File: src/rtl/wb_arbiter2.sv
`default_nettype none
// ============================================================================
//  Module      : wb_arbiter2
//  Description : Two-master round-robin arbiter for one pipelined Wishbone
//                slave. Grants whole CYC cycles, routes ACK/data to the
//                owner, counts in-flight requests and drains them when the
//                owner drops CYC early.
//  Revision    : 1.0 - initial release
// ============================================================================
module wb_arbiter2 #(
    parameter int AW      = 16,
    parameter int DW      = 16,
    parameter int MAX_OUT = 4
) (
    input  logic          clk,
    input  logic          rst,
    input  logic          m0_cyc,
    input  logic          m0_stb,
    input  logic          m0_we,
    input  logic [AW-1:0] m0_adr,
    input  logic [DW-1:0] m0_dat_i,
    output logic [DW-1:0] m0_dat_o,
    output logic          m0_ack,
    output logic          m0_stall,
    input  logic          m1_cyc,
    input  logic          m1_stb,
    input  logic          m1_we,
    input  logic [AW-1:0] m1_adr,
    input  logic [DW-1:0] m1_dat_i,
    output logic [DW-1:0] m1_dat_o,
    output logic          m1_ack,
    output logic          m1_stall,
    output logic          s_cyc,
    output logic          s_stb,
    output logic          s_we,
    output logic [AW-1:0] s_adr,
    output logic [DW-1:0] s_dat_o,
    input  logic [DW-1:0] s_dat_i,
    input  logic          s_ack,
    input  logic          s_stall
);

    localparam int                c_cnt_w = $clog2(MAX_OUT) + 1;
    localparam logic [c_cnt_w-1:0] c_max   = c_cnt_w'(MAX_OUT);
    localparam logic [c_cnt_w-1:0] c_one   = c_cnt_w'(1);

    localparam logic [1:0] c_idle  = 2'd0;
    localparam logic [1:0] c_g0    = 2'd1;
    localparam logic [1:0] c_g1    = 2'd2;
    localparam logic [1:0] c_drain = 2'd3;

    logic [1:0]         r_state;
    logic               r_last;
    logic [c_cnt_w-1:0] r_cnt;
    logic [DW-1:0]      r_m0_dat;
    logic [DW-1:0]      r_m1_dat;

    logic w_full;
    logic w_accept;
    logic w_ack_valid;
    logic w_last_ack;
    logic w_own_cyc;

    assign w_full      = (r_cnt == c_max);
    assign w_accept    = s_stb & ~s_stall;
    // An ACK with nothing outstanding is a slave error and must not underflow
    assign w_ack_valid = s_ack & (r_cnt != '0);
    assign w_last_ack  = s_ack & (r_cnt == c_one);
    assign w_own_cyc   = (r_state == c_g1) ? m1_cyc : m0_cyc;

    // Route the granted master onto the slave; everyone else is held off
    always_comb begin
        s_cyc    = (r_state == c_drain);
        s_stb    = 1'b0;
        s_we     = 1'b0;
        s_adr    = '0;
        s_dat_o  = '0;
        m0_ack   = 1'b0;
        m1_ack   = 1'b0;
        m0_stall = 1'b1;
        m1_stall = 1'b1;
        m0_dat_o = r_m0_dat;
        m1_dat_o = r_m1_dat;
        case (r_state)
            c_g0: begin
                // CYC stays up on the abort cycle while requests are in flight
                s_cyc    = m0_cyc | (r_cnt != '0);
                s_stb    = m0_cyc & m0_stb & ~w_full;
                s_we     = m0_we;
                s_adr    = m0_adr;
                s_dat_o  = m0_dat_i;
                m0_stall = s_stall | w_full;
                m0_ack   = s_ack;
                m0_dat_o = s_dat_i;
            end
            c_g1: begin
                s_cyc    = m1_cyc | (r_cnt != '0);
                s_stb    = m1_cyc & m1_stb & ~w_full;
                s_we     = m1_we;
                s_adr    = m1_adr;
                s_dat_o  = m1_dat_i;
                m1_stall = s_stall | w_full;
                m1_ack   = s_ack;
                m1_dat_o = s_dat_i;
            end
            default: ;
        endcase
    end

    // Grant FSM, outstanding-request counter and per-master read-data hold
    always_ff @(posedge clk) begin
        if (rst) begin
            r_state  <= c_idle;
            r_last   <= 1'b1;
            r_cnt    <= '0;
            r_m0_dat <= '0;
            r_m1_dat <= '0;
        end else begin
            if (w_accept && !w_ack_valid) begin
                r_cnt <= r_cnt + c_one;
            end else if (!w_accept && w_ack_valid) begin
                r_cnt <= r_cnt - c_one;
            end

            if (r_state == c_g0) begin
                r_m0_dat <= s_dat_i;
            end
            if (r_state == c_g1) begin
                r_m1_dat <= s_dat_i;
            end

            case (r_state)
                c_idle: begin
                    // Tie goes to whichever master did not win last time
                    if (m0_cyc && (!m1_cyc || r_last)) begin
                        r_state <= c_g0;
                        r_last  <= 1'b0;
                    end else if (m1_cyc) begin
                        r_state <= c_g1;
                        r_last  <= 1'b1;
                    end
                end
                c_g0, c_g1: begin
                    if (!w_own_cyc) begin
                        r_state <= ((r_cnt == '0) || w_last_ack) ? c_idle : c_drain;
                    end
                end
                c_drain: begin
                    if ((r_cnt == '0) || w_last_ack) begin
                        r_state <= c_idle;
                    end
                end
                default: r_state <= c_idle;
            endcase
        end
    end

    // Flag slave ACKs that arrive with nothing outstanding
    always_ff @(posedge clk) begin
        if (!rst) begin
            assert (!(s_ack && (r_cnt == '0)));
        end
    end

endmodule
`default_nettype wire

File: config.mk
export PLATFORM = sky130hd
export DESIGN_NAME = wb_arbiter2
export DESIGN_NICKNAME = d
export VERILOG_FILES = /design/src/rtl/wb_arbiter2.sv
export SDC_FILE = /design/constraint.sdc
export NUM_CORES = 1
export LEC_CHECK = 0
export ABC_AREA = 0
export ABC_CLOCK_PERIOD_IN_PS = 2550
export CORE_ASPECT_RATIO = 0.7
export CORE_MARGIN = 5
export CORE_UTILIZATION = 35
export DETAILED_ROUTE_END_ITERATION = 7
export PLACE_DENSITY = 0.81
export SLEW_MARGIN = 15
export SYNTH_ARGS = -nofsm -noshare
export SYNTH_HDL_FRONTEND = slang
export SYNTH_SLANG_ARGS = --single-unit
File: constraint.sdc
create_clock -name clk -period 2.55 [get_ports clk]
set_input_delay 0.51 -clock clk [delete_from_list [all_inputs] [get_ports clk]]
set_output_delay 0.51 -clock clk [all_outputs]
set_load 0.01 [all_outputs]
Word level (Yosys, flattened, before mapping) --
Cells that the tools add are included.
Operators by class: muxes and demuxes 22, equal/unequal tests 8, bitwise operators 12, reductions and logical operators 16, add/sub/neg operators 2
Operator list (count):
- $pmux 16 s2 | 2
- $mux 16 | 2
- $mux 2 | 5
- $and 1x1->1 | 7
- $mux 1 | 7
- $mux 3 | 2
- $pmux 1 s2 | 3
- $pmux 2 s3 | 1
- $eq 2x2->1 const B | 2
- $reduce_bool 2->1 | 2
- $add 3x1->3 const B | 1
- $eq 3x1->1 const B | 1
- $eq 3x3->1 const B | 1
- $logic_and 1x1->1 | 3
- $logic_not 1->1 | 3
- $logic_not 3->1 | 1
- $ne 3x3->1 const B | 1
- $or 1x1->1 | 3
- $reduce_and 3->1 | 1
- $reduce_bool 3->1 | 1
- $sub 3x1->3 const B | 1
- $eq 2x1->1 const B | 1
- $logic_not 2->1 | 1
- $logic_or 1x1->1 | 2
- other kinds (5) | 6
Word-level totals: output and inout bits 71, input port bits 90, logic and storage cells 65, flip-flop bits (word level) 38

Longest topological paths before layout --
Gate-level depths: netlist (run 1).
depth in word-level cells 9, depth in mapped cells 12, mapped depth without buffers 11

Worst setup path after synthesis (run 1) --
No wires, ideal clock.
kind register to register, from register r_state[0], to register r_cnt[2], setup time 0.070 ns, cell stages (with the launch flop) 11, slack 0.289 ns, buffers on the path 2, required time 2.480 ns, arrival time 2.192 ns, period minus slack after synthesis 2.261 ns, cells stage by stage dfxtp_1 inv_1 ha_1 buf_6 buf_2 o21ai_0 and3_1 nor2b_1 ha_1 or3_1 a21oi_1
On the way: word-level cells in the longest chain between the ends 6, elaborated cells on any way between the ends 9, those cells by class eq/ne: 2; mux: 2; bitwise: 1; reduce/logical: 4
RTL lines:
- start, declared | line 52 | logic [1:0] r_state;
- start signal, assigned | line 113 | r_state <= c_idle;
- start signal, assigned | line 136 | r_state <= c_g0;
- start signal, assigned | line 139 | r_state <= c_g1;
- $eq 2x2->1 / $eq 2x1->1 (equally long branches) | line 84 | case (r_state)
- $pmux 1 s2 (*) | line 84
- named net s_stb | line 34 | output logic s_stb,
- $and 1x1->1 (*) | line 65 | assign w_accept = s_stb & ~s_stall;
- $logic_not 1->1 | line 121 | end else if (!w_accept && w_ack_valid) begin
- $logic_and 1x1->1 | line 121
- $reduce_bool 2->1 (no source line)
- end signal, assigned | line 120 | r_cnt <= r_cnt + c_one;
- end signal, assigned | line 122 | r_cnt <= r_cnt - c_one;
- end, declared | line 54 | logic [c_cnt_w-1:0] r_cnt;
The timed path passes the listed nets; every way through them passes the cells marked *. A chain may end at the register's enable or synchronous reset.

Worst setup path in the final report (run 1) --
from register r_state[1], to output m0_dat_o[11]
On the way: word-level cells in the longest chain between the ends 2
RTL lines:
- $eq 2x1->1 | line 84
- $mux 16
- end, declared | line 22 | output logic [DW-1:0] m0_dat_o,
No other way between the ends.

==> impl_metrics.tcl, run 1 <==
set metrics [dict create \
    syn_nets 348 \
    p_clk_share_pct 13.3 \
    hp-class "reg -> reg" \
    crit_cells 5 \
    finalSetupViolCount 0 \
    rr_startpoint "r_state[0]" \
    pre_cts_slack_ns 0.0198 \
    drt-total-wl_mm 8.29 \
    vias 2365 \
    cp-end-kind "output pin" \
    ys_ff_latch 38 \
    layout_common_cells "clkdlybuf4s50_1, dfxtp_1, nor2b_1" \
    die_h_um 77.5 \
    synthTopCellsByArea "dfxtp_1, mux2_2, a22oi_1, nor2b_1, and2_1" \
    num_io_pins 161 \
    hold_viol_final 0 \
    post_drt_wl_per_cell_um 17.1 \
    swShare_pct 36.1 \
    grt_pass1_wl_mm 12.0 \
    hpwlAfterDp_mm 6.13 \
    total_power_mw 3.76 \
    core_sq_um 6280 \
    antenna_found_initial 0 \
    fin_ws_ns 0.0630 \
    gp_congestion 0.854 \
    crit_path_top_delay_cell "clkdlybuf4s50_1" \
    yosys_warnings 0 \
    max_slew_margin_pct 77.9 \
    crit_buf_inv 3 \
    critPathArrivalTime_ns 1.98 \
    synth_top_cell_by_area "dfxtp_1" \
    crit_end "m0_dat_o[11]" \
    num_rows 24 \
    grt_max_degree 36 \
    ant_nets 0 \
    internal_power_mw 2.40 \
    dp_cells 473 \
    cts_root_buffer "clkbuf_8" \
    start_kind "flop" \
    seqPwrFrac_pct 21.2 \
    r2r_cells 10 \
    synthCells 247 \
    drc_errors 0 \
    cts.sinks 38 \
    run_status "complete, no violations" \
    crit_fanout 16 \
    rsz0062_at_grt "true" \
    comb_power_share_pct 65.5 \
    drt-initial-drc-count 66 \
    vias_per_cell 4.87 \
    slew_viol_final 0 \
    area_growth_pct 87.2 \
    cts_made_buffers 5 \
    die_area_sq_um 8250 \
    crit_start "r_state[1]" \
    final_common_cell "clkdlybuf4s50_1" \
    timing.fmax_ghz 0.402 \
    path_class "reg -> out" \
    worstPathRequired_ns 2.04 \
    worst_path_largest_cell_delay_ns 0.50 \
    clkLatencyLatePin_ns 0.28 \
    fin_skew_ns 0.00578 \
    p_leak_nw 2.12 \
    syn_area_per_cell_sq_um 9.22 \
    cts.path.max_buffers 2 \
    min_period_ns 2.49 \
    gr-usage-all-layers_pct 18.0 \
    synthDominantCellAreaShare_pct 33.4 \
    final_layout_size_suffix_gt1_share_pct 14.7 \
    tritoncts "done" \
    die_w_um 106 \
    start_util_pct 36.3 \
    drt_first_pass_iters 6 \
    htree_levels 2 \
    portBuffers 160 \
    powerDensity_nw_per_um2 883 \
    cts_hold_buf 0 \
    fin_util_pct 67.9 \
    peakVddDrop_mv 0.470 \
    clk_pin_slew_ns 0.07 \
    crit_family "buffers and inverters" \
    final_cells 486 \
    final_nets 508 \
    yosysSeqAreaShare_pct 33.4 \
    antenna_cells 0 \
    p_switching_mw 1.36 \
    max-cap-violations 0 \
    synth_cell_types 27 \
    crit_chain "inv_2 -> ha_4 -> buf_8 -> mux2_2 -> clkdlybuf4s50_1" \
    tightest_slew_ns 0.328 \
    period_share_pct 97.5 \
    r2r_slack_ns 0.32 \
    grt_remaining_overflow 0 \
    reg2reg_to "r_cnt[2]" \
    fillers 519 \
    grt_pass1_vias 2333 \
    synth_area_sq_um 2280 \
]
## worst min path at each step
stage	endpoint	slack, ns	depth (start not counted)	startpoint
6_report	r_cnt[1]	0.54	2	r_cnt[1]
5_1_grt	r_last	0.58	2	r_last
4_1_cts	r_last	0.54	2	r_last
3_5_place_dp	r_cnt[1]	0.53	2	r_cnt[1]
3_3_place_gp	r_cnt[1]	0.52	2	r_cnt[1]
2_1_floorplan	r_cnt[1]	0.48	2	r_cnt[1]
## flip-flops by register name (all words and copies together), names as in the netlist
name and cells:
r_last 1, r_state 2, r_m0_dat 16, r_m1_dat 16, r_cnt 3
## synth_stat cells
| library cell | count |
|---|---|
| ha_1 | 11 |
| clkbuf_2 | 1 |
| mux2i_1 | 1 |
| o21ai_0 | 5 |
| a21oi_1 | 6 |
| inv_1 | 6 |
| o221ai_1 | 1 |
| buf_2 | 5 |
| xor2_1 | 2 |
| nor2_1 | 6 |
| nor2b_1 | 35 |
| mux2_4 | 1 |
| mux2_2 | 32 |
| or3_1 | 1 |
| and2_1 | 34 |
| buf_6 | 1 |
| nand3_1 | 1 |
| a2bb2oi_1 | 2 |
| and3_1 | 3 |
| dfxtp_1 | 38 |
| o21ai_1 | 1 |
| nand2b_1 | 1 |
| a22oi_1 | 33 |
| a22oi_2 | 1 |
| nor3b_1 | 1 |
| nand2_1 | 6 |
| clkbuf_1 | 12 |
## tightest hold or removal path: stages (launching register included)
cell	delay (ns)
dfxtp_1	0.36
a21oi_1	0.07
nor2_1	0.07
## per-stage QoR
stage / cell area (sq um) / hold WS (ns) / TNS, ns
after CTS: 4090 / 0.544 / -1.27
final: 4260 / 0.537 / 0
after global placement: 3970 / 0.519 / 0
after detailed placement: 3970 / 0.525 / 0
after global routing: 4260 / 0.585 / -0.0108
after floorplan: 2280 / 0.484 / 0
## timing repair
| item | 4_1_cts | 5_1_grt |
|---|---|---|
| buffers inserted | 0 | 2 |
| setup endpoints to repair | 65 | 49 |
| gates cloned | 0 | 3 |
| gates resized for setup | 24 | 36 |
## cells by family (layout without fill, tap and decap cells)
logic type	Yosys count	in the layout	share of synthesized area, %
xor+xnor	2	2	0.769
fa+ha+maj	11	11	6.04
flops	38	38	33.4
simple gates	88	88	22.9
buf+inv	25	186	4.78
mux	34	34	16.9
compound gates	49	49	15.2
## area by class of cell
| type | instances | area (sq um) | area share (%) |
|---|---|---|---|
| multi-input cells | 184 | 1450 | 33.9 |
| flip-flops and latches | 38 | 763 | 17.9 |
| clock inverters | 2 | 37.5 | 0.881 |
| repair buffers | 172 | 1820 | 42.7 |
| inverters | 6 | 25.0 | 0.587 |
| clock buffers | 6 | 72.6 | 1.70 |
| well taps | 78 | 97.6 | 2.29 |
## routing by layer
metal / up-vias / track usage, % / routed length (um)
met4: 0 / 3.45 / 80
met5: - / 0 / 0
met1: 1065 / 21.2 / 3450
met3: 10 / 7.79 / 875
met2: 117 / 30.9 / 3890
li1: 1173 / - / -
## power by group through the flow
stage,Clock [mW],Sequential (mW),Combinational [mW]
after floorplan,0,0.782,1.30
after global placement,0,0.793,2.34
after detailed placement,0,0.801,2.38
after CTS,0.515,0.792,2.37
after global routing,0.542,0.816,2.65
final,0.499,0.798,2.47
Note: power is estimated with default switching activity, not from simulation.
==> inputs of run 2 (changes only) <==
ABC_CLOCK_PERIOD_IN_PS = 2100   (was 2550)
CORE_UTILIZATION = 32   (was 35)
PLACE_DENSITY = 0.78   (was 0.81)
clock period = 2.1 ns   (was 2.55 ns; I/O delays follow)
==> run 2 against run 1 <==
The run now ends with setup timing left; combinational power is 45% higher; critical path depth is 3 higher; core utilization is 1.7 points lower; sequential cell count stayed put; routed wire length is 11% higher; hold slack better by 0.00070 ns; sequential power is 22% higher; sequential share of layout area is 1.0 points lower; register-to-register slack worse by 0.32 ns; non-clock buffer count is 29 higher; critical endpoint is now s_cyc.
==> impl_metrics.tcl, run 2 (same netlist as run 1, synthesis figures left out) <==
set metrics [dict create \
    layout_common_cells "clkdlybuf4s50_1, buf_2, dfxtp_1" \
    gp_congestion 0.876 \
    max_slew_margin_pct 82.0 \
    cp-end-kind "output pin" \
    timing.fmax_ghz 0.475 \
    antenna_found_initial 0 \
    area_growth_pct 99.3 \
    drt-initial-drc-count 113 \
    drt-total-wl_mm 9.21 \
    worstPathRequired_ns 1.68 \
    drc_errors 0 \
    num_io_pins 161 \
    crit_fanout 4 \
    final_common_cell "clkdlybuf4s50_1" \
    max-cap-violations 0 \
    core_sq_um 6850 \
    finalSetupViolCount 2 \
    die_w_um 111 \
    vias 2518 \
    portBuffers 160 \
    grt_pass1_wl_mm 14.3 \
    dp_cells 503 \
    hp-class "reg -> reg" \
    ant_nets 0 \
    final_nets 537 \
    clkLatencyLatePin_ns 0.28 \
    rsz0062_at_grt "true" \
    cts_hold_buf 0 \
    grt_max_degree 33 \
    cts.sinks 38 \
    tritoncts "done" \
    grt_remaining_overflow 0 \
    register_area_sq_um 767 \
    die_h_um 80.6 \
    htree_levels 2 \
    hold_viol_final 0 \
    cts_root_buffer "clkbuf_8" \
    clk_pin_slew_ns 0.07 \
    violations "setup timing" \
    grt_pass1_vias 2622 \
    cts_made_buffers 5 \
    antenna_cells 0 \
    slew_viol_final 0 \
    min_period_ns 2.11 \
    period_share_pct 100 \
    total_power_mw 5.08 \
    final_area_sq_um 4540 \
    gr-usage-all-layers_pct 19.9 \
    tightest_slew_ns 0.267 \
    peakVddDrop_mv 0.566 \
    final_layout_size_suffix_gt1_share_pct 43.2 \
    multi_input_area_sq_um 1680 \
    post_drt_wl_per_cell_um 17.3 \
    start_util_pct 33.2 \
    run_status "finished, violations left" \
    tns_ns -0.00751 \
    path_class "reg -> out" \
    die_area_sq_um 8930 \
    final_cells 531 \
    fin_ws_ns -0.00555 \
    top_regs "r_m0_dat (16), r_m1_dat (16), r_cnt (3)" \
    hpwlAfterDp_mm 6.42 \
    placed_area_sq_um 4130 \
    p_leak_nw 1.94 \
    powerDensity_nw_per_um2 1120 \
    num_rows 25 \
    start_kind "flop" \
    fillers 573 \
    cts.path.max_buffers 2 \
    critPathArrivalTime_ns 1.69 \
    vias_per_cell 4.74 \
    drt_first_pass_iters 4 \
    fin_skew_ns 0.00703 \
]
-- run 2: cell count changes in the layout (fill, tap and decap cells not counted), sizes merged, moves of 5 or more --
cell	previous run	this run
clkdlybuf4s50	115	89
clkbuf	8	16
clkdlybuf4s15	0	5
dlymetal6s2s	27	0
dlygate4sd2	18	3
buf	10	93
-- run 2: worst paths after layout --
kind / startpoint / to / slack [ns] / cells after the start
worst max-delay path: r_state[0] / s_cyc / -0.006 / 8
worst min-delay path: r_cnt[1] / r_cnt[1] / 0.54 / 2
worst max register to register: r_state[0] / r_cnt[2] / 0 / 10
worst min register to register: r_cnt[1] / r_cnt[1] / 0.54 / 2
-- run 2: worst max-delay path: stages, from the launching register on --
cell and delay, ns:
dfxtp_2 0.34, inv_2 0.05, ha_4 0.19, buf_6 0.13, buf_6 0.11, mux2_4 0.31, nor2_2 0.08, a21oi_1 0.06
buf_2 0.14
-- run 2: final cells by class --
class                           instances  area share, %
Sequential cell                        38           16.9
Multi-Input combinational cell        184           37.0
Clock buffer                            6           1.82
Timing Repair Buffer                  201           40.9
Inverter                                6          0.551
Clock inverter                          2          0.276
Tap cell                               94           2.59
-- run 2: what timing repair did --
| action | 4_1_cts | 5_1_grt |
|---|---|---|
| buffers inserted | 17 | 1 |
| cloned | 4 | 0 |
| resized for setup | 284 | 70 |
| setup endpoints to repair | 73 | 57 |
| pin swaps | 8 | 4 |
-- run 2: through the flow --
| step | hold slack [ns] | utilization [%] | worst slack (ns) |
|---|---|---|---|
| floorplan | 0.484 | - | 0.00954 |
| global placement | 0.501 | 60.3 | -0.254 |
| detailed placement | 0.527 | 60.3 | -0.328 |
| global route | 0.564 | 66.3 | -0.0774 |
| finish | 0.538 | 66.3 | -0.00555 |
| CTS | 0.542 | 65.1 | -0.0831 |
-- run 2: power by group --
group / internal (mW) / switching, mW / leakage (nW) / total (mW)
Sequential: 0.890 / 0.0843 / 0.312 / 0.974
Clock: 0.264 / 0.245 / 0.0472 / 0.509
Combinational: 2.04 / 1.55 / 1.58 / 3.59
-- run 2: per-layer routing --
layer	track usage (%)	up-vias	part of all wire, %
met5	0	-	0
met4	4.92	0	1.1
met3	7.30	10	8.3
met2	34.6	104	48
met1	23.5	1174	43
li1	-	1230	-
==> inputs of run 3 (changes only) <==
ABC_CLOCK_PERIOD_IN_PS = 2200   (was 2100)
CORE_UTILIZATION = 35   (was 32)
CTS_CLUSTER_SIZE = 8   (was unset)
PLACE_DENSITY = 0.81   (was 0.78)
clock period = 2.2 ns   (was 2.1 ns; I/O delays follow)
==> run 3 against run 2 <==
The flow now finishes without violations; core utilization increased by 2.9 points; hold slack lost 0.0067 ns; combinational power shrank 15%; critical path type unchanged.
==> impl_metrics.tcl, run 3 (same netlist as run 1, synthesis figures left out) <==
set metrics [dict create \
    period_share_pct 100 \
    final_nets 527 \
    path_class "reg -> out" \
    die_area_sq_um 8250 \
    grt_pass1_wl_mm 12.9 \
    cp_common_cell "buf_4" \
    tns_ns 0 \
    tritoncts "done" \
    p_leak_nw 1.88 \
    die_h_um 77.5 \
    powerDensity_nw_per_um2 1080 \
    comb_power_share_pct 64.6 \
    peakVddDrop_mv 0.540 \
    grt_max_degree 34 \
    reg2reg_to "r_cnt[2]" \
    worstPathRequired_ns 1.76 \
    portBuffers 160 \
    p_clk_share_pct 15.6 \
    fin_ws_ns 0.00104 \
    drt_first_pass_iters 4 \
    hold_viol_final 0 \
    p_switching_mw 1.69 \
    r2r_slack_ns 0.09 \
    crit_cells 8 \
    cts_root_buffer "clkbuf_8" \
    start_util_pct 36.3 \
    core_sq_um 6280 \
    cts.sinks 38 \
    layout_common_cells "clkdlybuf4s50_1, nor2b_1, and2_1, dfxtp_1, mux2_2" \
    internal_power_mw 3.02 \
    gr-usage-all-layers_pct 19.3 \
    die_w_um 106 \
    crit_family "buffers and inverters" \
    swShare_pct 35.9 \
    num_io_pins 161 \
    antenna_found_initial 0 \
    crit_end "s_cyc" \
    cts_made_buffers 5 \
    clk_pin_slew_ns 0.08 \
    timing.fmax_ghz 0.455 \
    hold_depth 2 \
    post_drt_wl_per_cell_um 16.7 \
    r2r_cells 9 \
    run_status "complete, no violations" \
    crit_path_top_delay_cell "dfxtp_2" \
    top_regs "r_m0_dat (16), r_m1_dat (16), r_cnt (3)" \
    min_period_ns 2.20 \
    vias_per_cell 4.83 \
    crit_chain "inv_4 -> ha_4 -> buf_4 -> buf_4 -> mux2_4 -> nor2_4 -> a21oi_2 -> buf_2" \
    cts_hold_buf 0 \
    worst_path_largest_cell_delay_ns 0.37 \
    num_rows 24 \
    crit_start "r_state[0]" \
    cp-end-kind "output pin" \
    grt_pass1_vias 2564 \
    start_kind "flop" \
    final_layout_size_suffix_gt1_share_pct 31.1 \
    tightest_slew_ns 0.265 \
    hpwlAfterDp_mm 6.21 \
    vias 2438 \
    rsz0062_at_grt "true" \
    antenna_cells 0 \
    gp_congestion 0.838 \
    max_slew_margin_pct 82.3 \
    critPathArrivalTime_ns 1.76 \
    max-cap-violations 0 \
    cts.path.max_buffers 2 \
    hp-class "reg -> reg" \
    htree_levels 2 \
    ant_nets 0 \
    hp-start "r_cnt[1]" \
    drt-total-wl_mm 8.44 \
    pre_cts_slack_ns -0.174 \
    seqPwrFrac_pct 19.8 \
    drt-initial-drc-count 92 \
    grt_remaining_overflow 0 \
    crit_buf_inv 4 \
    clkLatencyLatePin_ns 0.29 \
    rr_startpoint "r_state[0]" \
    slew_viol_final 0 \
    drc_errors 0 \
    final_common_cell "clkdlybuf4s50_1" \
    area_growth_pct 90.7 \
    finalSetupViolCount 0 \
    crit_fanout 4 \
    fin_skew_ns 0.00695 \
]
run 3: changes by cell type in the layout (fill, tap and decap cells not counted), moves of 3 or more:
cell / delta
buf_6: -21
clkdlybuf4s15_1: +16
dlygate4sd2_1: +15
mux2_2: +15
mux2_4: -15
a22oi_1: +10
a22oi_2: -10
buf_2: -10
clkbuf_2: -6
buf_8: -3
run 3: how the worst min path moves through the flow:
stage                     slack (ns)        to
after floorplan                 0.48  r_cnt[1]
after global placement          0.51  r_cnt[1]
after detailed placement        0.53    r_last
after CTS                       0.56    r_last
after global routing            0.58  r_cnt[1]
final                           0.53  r_cnt[1]
run 3: metrics by stage:
step	std cells	instance area [sq um]	hold slack [ns]	util [%]	power, mW
after global placement	484	4090	0.513	65.2	3.80
after floorplan	247	2280	0.484	-	2.43
after detailed placement	484	4090	0.530	65.2	3.86
after CTS	504	4270	0.561	68.1	4.63
after global routing	505	4340	0.580	69.2	5.02
final	505	4340	0.531	69.2	4.71
run 3: timing repair:
action	in CTS	in global routing
setup endpoints to repair	70	60
endpoints found under the hold margin	0	0
setup buffers	10	3
pin swaps	1	5
gates cloned	2	0
resized for setup	174	50
run 3: power by group through the flow:
| stage | sequential, mW | clock [mW] | combinational, mW |
|---|---|---|---|
| after global routing | 0.947 | 0.789 | 3.28 |
| after floorplan | 0.909 | 0 | 1.52 |
| after global placement | 0.918 | 0 | 2.88 |
| after CTS | 0.925 | 0.749 | 2.96 |
| after detailed placement | 0.929 | 0 | 2.93 |
| final | 0.933 | 0.736 | 3.04 |
run 3: area by class of cell:
| cell class | instances | area (sq um) |
|---|---|---|
| clock buffers | 6 | 82.6 |
| inverters | 6 | 27.5 |
| well taps | 78 | 97.6 |
| fillers | 507 | 1930 |
| clock inverters | 2 | 60.1 |
| multi-input cells | 184 | 1540 |
| repair buffers | 191 | 1770 |
| flip-flops and latches | 38 | 768 |
run 3: layer usage:
layer  track usage [%]  vias to the layer above  part of all wire (%)
li1                  -                     1208                     -
met1              23.1                     1145                    41
met2              33.5                       74                    51
met3              6.47                       11                   6.7
met4              5.11                        0                   1.4
met5                 0                        -                     0
run 3: worst reg2reg max path: cells and delay by family, from the launching register on:
family	cells	cell delay [ns]
and+or+nand+nor	3	0.74
adders and majority gates	2	0.45
DFF	1	0.37
AOI/OAI and AO/OA	2	0.27
buffers and inverters	2	0.21
